## config.mk

```make
export PLATFORM = sky130hd
export DESIGN_NAME = uart_tx_arbiter
export DESIGN_NICKNAME = d
export VERILOG_FILES = /design/src/rtl/uart_tx_arbiter.sv
export SDC_FILE = /design/constraint.sdc
export NUM_CORES = 1
export LEC_CHECK = 0
export BUFFER_PORTS_ARGS = -buffer_cell sky130_fd_sc_hd__buf_2
export CAP_MARGIN = 20
export CORE_MARGIN = 3
export CORE_UTILIZATION = 43
export DETAILED_ROUTE_END_ITERATION = 12
export PLACE_DENSITY = 0.92
export SYNTH_ARGS = -nofsm -noshare
export SYNTH_HDL_FRONTEND = slang
export SYNTH_SLANG_ARGS = --single-unit
```

## constraint.sdc

```tcl
create_clock -name clk -period 2.14 [get_ports clk]
set_clock_uncertainty 0.05 [all_clocks]
set_input_delay 0.107 -clock clk [delete_from_list [all_inputs] [get_ports clk]]
set_output_delay 0.107 -clock clk [all_outputs]
set_load 0.01 [all_outputs]
```

## src/rtl/uart_tx_arbiter.sv

```systemverilog
// Round-robin arbiter sharing one word-wide UART transmitter among NUM_REQ requesters.
// Optional per-word abort timer is compiled in with `define TX_TIMEOUT_EN.
module uart_tx_arbiter #(
  parameter int NUM_REQ     = 4,
  parameter int DATA_W      = 32,
  parameter int PTR_W       = 2,
  parameter int TIMEOUT_CYC = 2000000
) (
  input  logic                      clk,
  input  logic                      rst,
  input  logic [NUM_REQ-1:0]        req,
  input  logic [NUM_REQ*DATA_W-1:0] req_data,
  output logic [NUM_REQ-1:0]        ack,
  output logic                      tx_start,
  output logic [DATA_W-1:0]         tx_data,
  input  logic                      tx_done,
  output logic                      busy,
  output logic [PTR_W-1:0]          grant_id,
  output logic                      timeout_err
);

  typedef enum logic [1:0] {IDLE, BUSY, GAP} state_t;

  state_t              state, state_n;
  logic [PTR_W-1:0]    ptr, ptr_n;
  logic [PTR_W-1:0]    grant_id_n;
  logic [PTR_W-1:0]    sel, idx;
  logic                found;
  logic [NUM_REQ-1:0]  ack_n;
  logic                tx_start_n, busy_n;
  logic [DATA_W-1:0]   tx_data_n;
  logic                done_q, done_rise;
  logic                expired;
  logic [DATA_W-1:0]   words [NUM_REQ];

  if (PTR_W != ((NUM_REQ > 1) ? $clog2(NUM_REQ) : 1) || TIMEOUT_CYC < 1) begin : g_param_check
    $error("uart_tx_arbiter: PTR_W must be clog2(NUM_REQ) and TIMEOUT_CYC positive");
  end

  for (genvar g = 0; g < NUM_REQ; g++) begin : g_words
    assign words[g] = req_data[g*DATA_W +: DATA_W];
  end

  // The transmitter's done is a level; only a fresh rising edge marks a finished word.
  assign done_rise = tx_done & ~done_q;

  always_comb begin
    found = 1'b0;
    sel   = '0;
    idx   = '0;
    for (int i = 0; i < NUM_REQ; i++) begin
      idx = PTR_W'((int'(ptr) + i) % NUM_REQ);
      if (!found && req[idx]) begin
        found = 1'b1;
        sel   = idx;
      end
    end
  end

`ifdef TX_TIMEOUT_EN
  localparam int CNT_W = (TIMEOUT_CYC > 1) ? $clog2(TIMEOUT_CYC) : 1;
  logic [CNT_W-1:0] busy_cnt;

  assign expired = (state == BUSY) && (busy_cnt == CNT_W'(TIMEOUT_CYC - 1));

  // Counter sits at zero outside BUSY, so it is already clear on entry to BUSY.
  always_ff @(posedge clk or posedge rst) begin
    if (rst) begin
      busy_cnt    <= '0;
      timeout_err <= 1'b0;
    end else begin
      timeout_err <= expired && !done_rise;
      busy_cnt    <= (state == BUSY) ? busy_cnt + 1'b1 : '0;
    end
  end
`else
  assign expired     = 1'b0;
  assign timeout_err = 1'b0;
`endif

  always_comb begin
    state_n    = state;
    ptr_n      = ptr;
    grant_id_n = grant_id;
    tx_data_n  = tx_data;
    tx_start_n = tx_start;
    busy_n     = busy;
    ack_n      = '0;
    case (state)
      IDLE: begin
        if (found) begin
          tx_data_n  = words[sel];
          grant_id_n = sel;
          tx_start_n = 1'b1;
          busy_n     = 1'b1;
          state_n    = BUSY;
        end
      end
      BUSY: begin
        if (done_rise || expired) begin
          ack_n      = NUM_REQ'(1) << grant_id;
          tx_start_n = 1'b0;
          busy_n     = 1'b0;
          ptr_n      = PTR_W'((int'(grant_id) + 1) % NUM_REQ);
          state_n    = GAP;
        end
      end
      GAP:     state_n = IDLE;
      default: state_n = IDLE;
    endcase
  end

  always_ff @(posedge clk or posedge rst) begin
    if (rst) begin
      state    <= IDLE;
      ptr      <= '0;
      ack      <= '0;
      tx_start <= 1'b0;
      tx_data  <= '0;
      busy     <= 1'b0;
      grant_id <= '0;
      done_q   <= 1'b0;
    end else begin
      state    <= state_n;
      ptr      <= ptr_n;
      ack      <= ack_n;
      tx_start <= tx_start_n;
      tx_data  <= tx_data_n;
      busy     <= busy_n;
      grant_id <= grant_id_n;
      done_q   <= tx_done;
    end
  end

endmodule
```

==> results.py <==
metrics = {
    "clock_network": {
        "cts.repair.resized": 0,
        "clock_sinks": 44,
        "path_clk_slew_ns": 0.09,
        "cts_buffers": 5,
        "clk_path_buf_depth": 2,
        "clk_latency_ns": 0.29,
        "cts_tree": "built",
        "cts_root_buf": "clkbuf_8",
        "h-tree-depth": 2,
    },
    "grt": {
        "grt_pass1_wl_mm": 12.2,
        "track_usage": 0.208,
        "grt_max_degree": 45,
        "antenna_found_initial": 0,
        "grt_pass1_vias": 2626,
        "overflow": 0,
    },
    "sta": {
        "setup_viol": 0,
        "rsz0062_at_grt": "false",
        "slew_headroom": 0.617,
        "hold-worst-slack_ns": 0.0796,
        "fmax_mhz": 558,
        "fin_ws_ns": 0.347,
        "worst_slew_pin_slew_ns": 0.575,
        "period_needed_ns": 1.79,
        "hold_viol_final": 0,
        "maxSlewViolCount": 0,
        "setup_tns_ns": 0,
        "fin_crit_sh": 0.838,
    },
    "power": {
        "p_int_uw": 2770,
        "switchingPower_uw": 1950,
        "share_seq_of_total_power": 0.303,
        "combPwrFrac": 0.563,
        "power_density_nw_per_um2": 1250,
        "p_clk_frac": 0.133,
        "p_leak_uw": 0.00207,
        "p_sw_frac": 0.413,
        "max-vdd-ir-drop_mv": 0.540,
    },
    "finish": {
        "nFillCells": 468,
        "areaGrowthSynthToFinish_pct": 39.3,
        "post-route-util": 0.629,
        "post-route-cell-area_sq_um": 3770,
        "layout_common_cells": "buf_2, mux2i_1, dfrtp_1",
        "n_antenna_cell": 0,
        "final_common_cell": "buf_2",
        "drive_gt1_frac": 0.547,
        "final_nets": 544,
    },
    "worst_setup_path": {
        "critPathCaptureType": "flop",
        "required_ns": 2.25,
        "critPathLaunchType": "flop",
        "arrival_ns": 1.90,
        "critPathMaxFanout": 37,
        "critPathKind": "flop to flop",
    },
    "logic_synthesis": {
        "ys_warn_count": 0,
        "synth_top_area_share": 0.407,
        "ys_ff_latch": 44,
        "mappedNetlistArea_sq_um": 2710,
        "synth_largest_area_cell": "dfrtp_1",
        "synth_nets": 372,
        "synth_area_leaders": "dfrtp_1, mux2i_1, o221ai_2",
        "synth_cell_type_count": 30,
        "avgSynthCellArea_sq_um": 11.6,
        "syn_inst": 233,
        "synth-seq-area-share": 0.407,
    },
    "placement": {
        "routabilityCongestion": 0.752,
        "port_buffers": 174,
        "dp_hpwl_mm": 5.96,
        "placed_cell_area_sq_um": 3640,
        "dp_slack_ns": 0.327,
    },
    "routing": {
        "routed_via_density": 5.29,
        "post_drt_wl_per_cell_microns": 15.9,
        "drt_iter0_drc": 91,
        "ant_nets": 0,
        "first_pass_iters": 4,
        "drc": 0,
        "via_count": 2543,
        "finalWirelength_mm": 7.67,
    },
    "die": {
        "io-pin-count": 176,
        "core_area_sq_um": 5990,
        "start_util": 0.452,
        "die-area_sq_um": 7280,
        "die_w_microns": 85.3,
        "die_y_microns": 85.3,
        "rows": 28,
    },
    "flow_run": {
        "cap_violations": 0,
    },
    "hold_path": {
        "hold_path.class": "input pin to flop",
    },
    "outcome": {
        "status": "finished clean",
    },
}
flip-flops by register name (all words and copies together), names as in the netlist:
register  flops
busy          1
grant_id      2
ack           4
done_q        1
ptr           2
state         2
tx_data      32
routing by layer:
| layer | wire length [microns] | global-route usage | vias to the layer above |
|---|---|---|---|
| li1 | - | - | 1206 |
| met1 | 2870 | 0.236 | 1220 |
| met2 | 4150 | 0.383 | 106 |
| met3 | 549 | 0.0524 | 11 |
| met4 | 93 | 0.0604 | 0 |
| met5 | 0 | 0 | - |
critical path, cell delays in order, from the launching register on:
cell,delay (ns)
dfrtp_1,0.42
nor2b_1,0.20
nor3_1,0.10
o22ai_4,0.18
buf_12,0.29
mux2i_1,0.25
o221ai_1,0.14
path summary, 6_finish.rpt:
| kind | start | to | slack (ns) | cells after the start |
|---|---|---|---|---|
| min in group asynchronous | rst | tx_data[27] | 0.49 | 4 |
| max in group asynchronous | rst | tx_data[10] | 1.15 | 4 |
| worst min register to register | tx_data[8] | tx_data[8] | 0.44 | 2 |
| worst max-delay path | ptr[0] | tx_data[20] | 0.35 | 6 |
| worst min-delay path | req_data[37] | tx_data[5] | 0.08 | 3 |
| worst max register to register | ptr[0] | tx_data[20] | 0.35 | 6 |
cells in the mapped netlist (all sizes together):
| library cell | instances |
|---|---|
| a21o | 1 |
| a21oi | 3 |
| and2 | 4 |
| buf | 16 |
| clkbuf | 4 |
| conb | 1 |
| dfrtp | 44 |
| ha | 4 |
| inv | 6 |
| mux2 | 1 |
| mux2i | 64 |
| nand2 | 34 |
| nand2b | 1 |
| nor2 | 4 |
| nor2b | 2 |
| nor3 | 2 |
| nor3b | 1 |
| nor4 | 1 |
| o21ai | 3 |
| o221a | 1 |
| o221ai | 32 |
| o22ai | 2 |
| or2 | 1 |
| or3 | 1 |
stage by stage:
step | total power, uW | instances
after CTS | 4780 | 481
after floorplan | 3320 | 233
after global routing | 5070 | 481
final | 4720 | 481
after global placement | 4020 | 471
after detailed placement | 4140 | 471
layout make-up:
cell class | count | area [sq um] | share of cell area
multi-input cells | 163 | 1460 | 0.387
flip-flops and latches | 44 | 1100 | 0.292
repair buffers | 185 | 983 | 0.261
well taps | 75 | 93.8 | 0.0249
clock buffers | 6 | 72.6 | 0.0193
clock inverters | 2 | 35.0 | 0.00930
inverters | 6 | 22.5 | 0.00598
repair_timing:
action	4_1_cts	5_1_grt
hold buffers	2	0
hold endpoints to repair	45	0
buffers inserted	0	0
power groups by stage:
stage	Combinational, uW	Sequential [uW]	Clock [uW]
after floorplan	1750	1570	0
after global placement	2600	1420	0
after detailed placement	2710	1430	0
after CTS	2700	1430	650
after global routing	2910	1480	678
final	2660	1430	630
cells by family after synthesis:
| group | Yosys count | synth area share |
|---|---|---|
| AO/OA/AOI/OAI | 42 | 0.189 |
| adder cells (fa/ha/maj) | 4 | 0.0185 |
| buffers and inverters | 26 | 0.0596 |
| flip-flops | 44 | 0.407 |
| multiplexers | 65 | 0.241 |
| other | 1 | 0.00139 |
| AND/OR/NAND/NOR | 51 | 0.0841 |
Power figures use the tool's default switching activity.
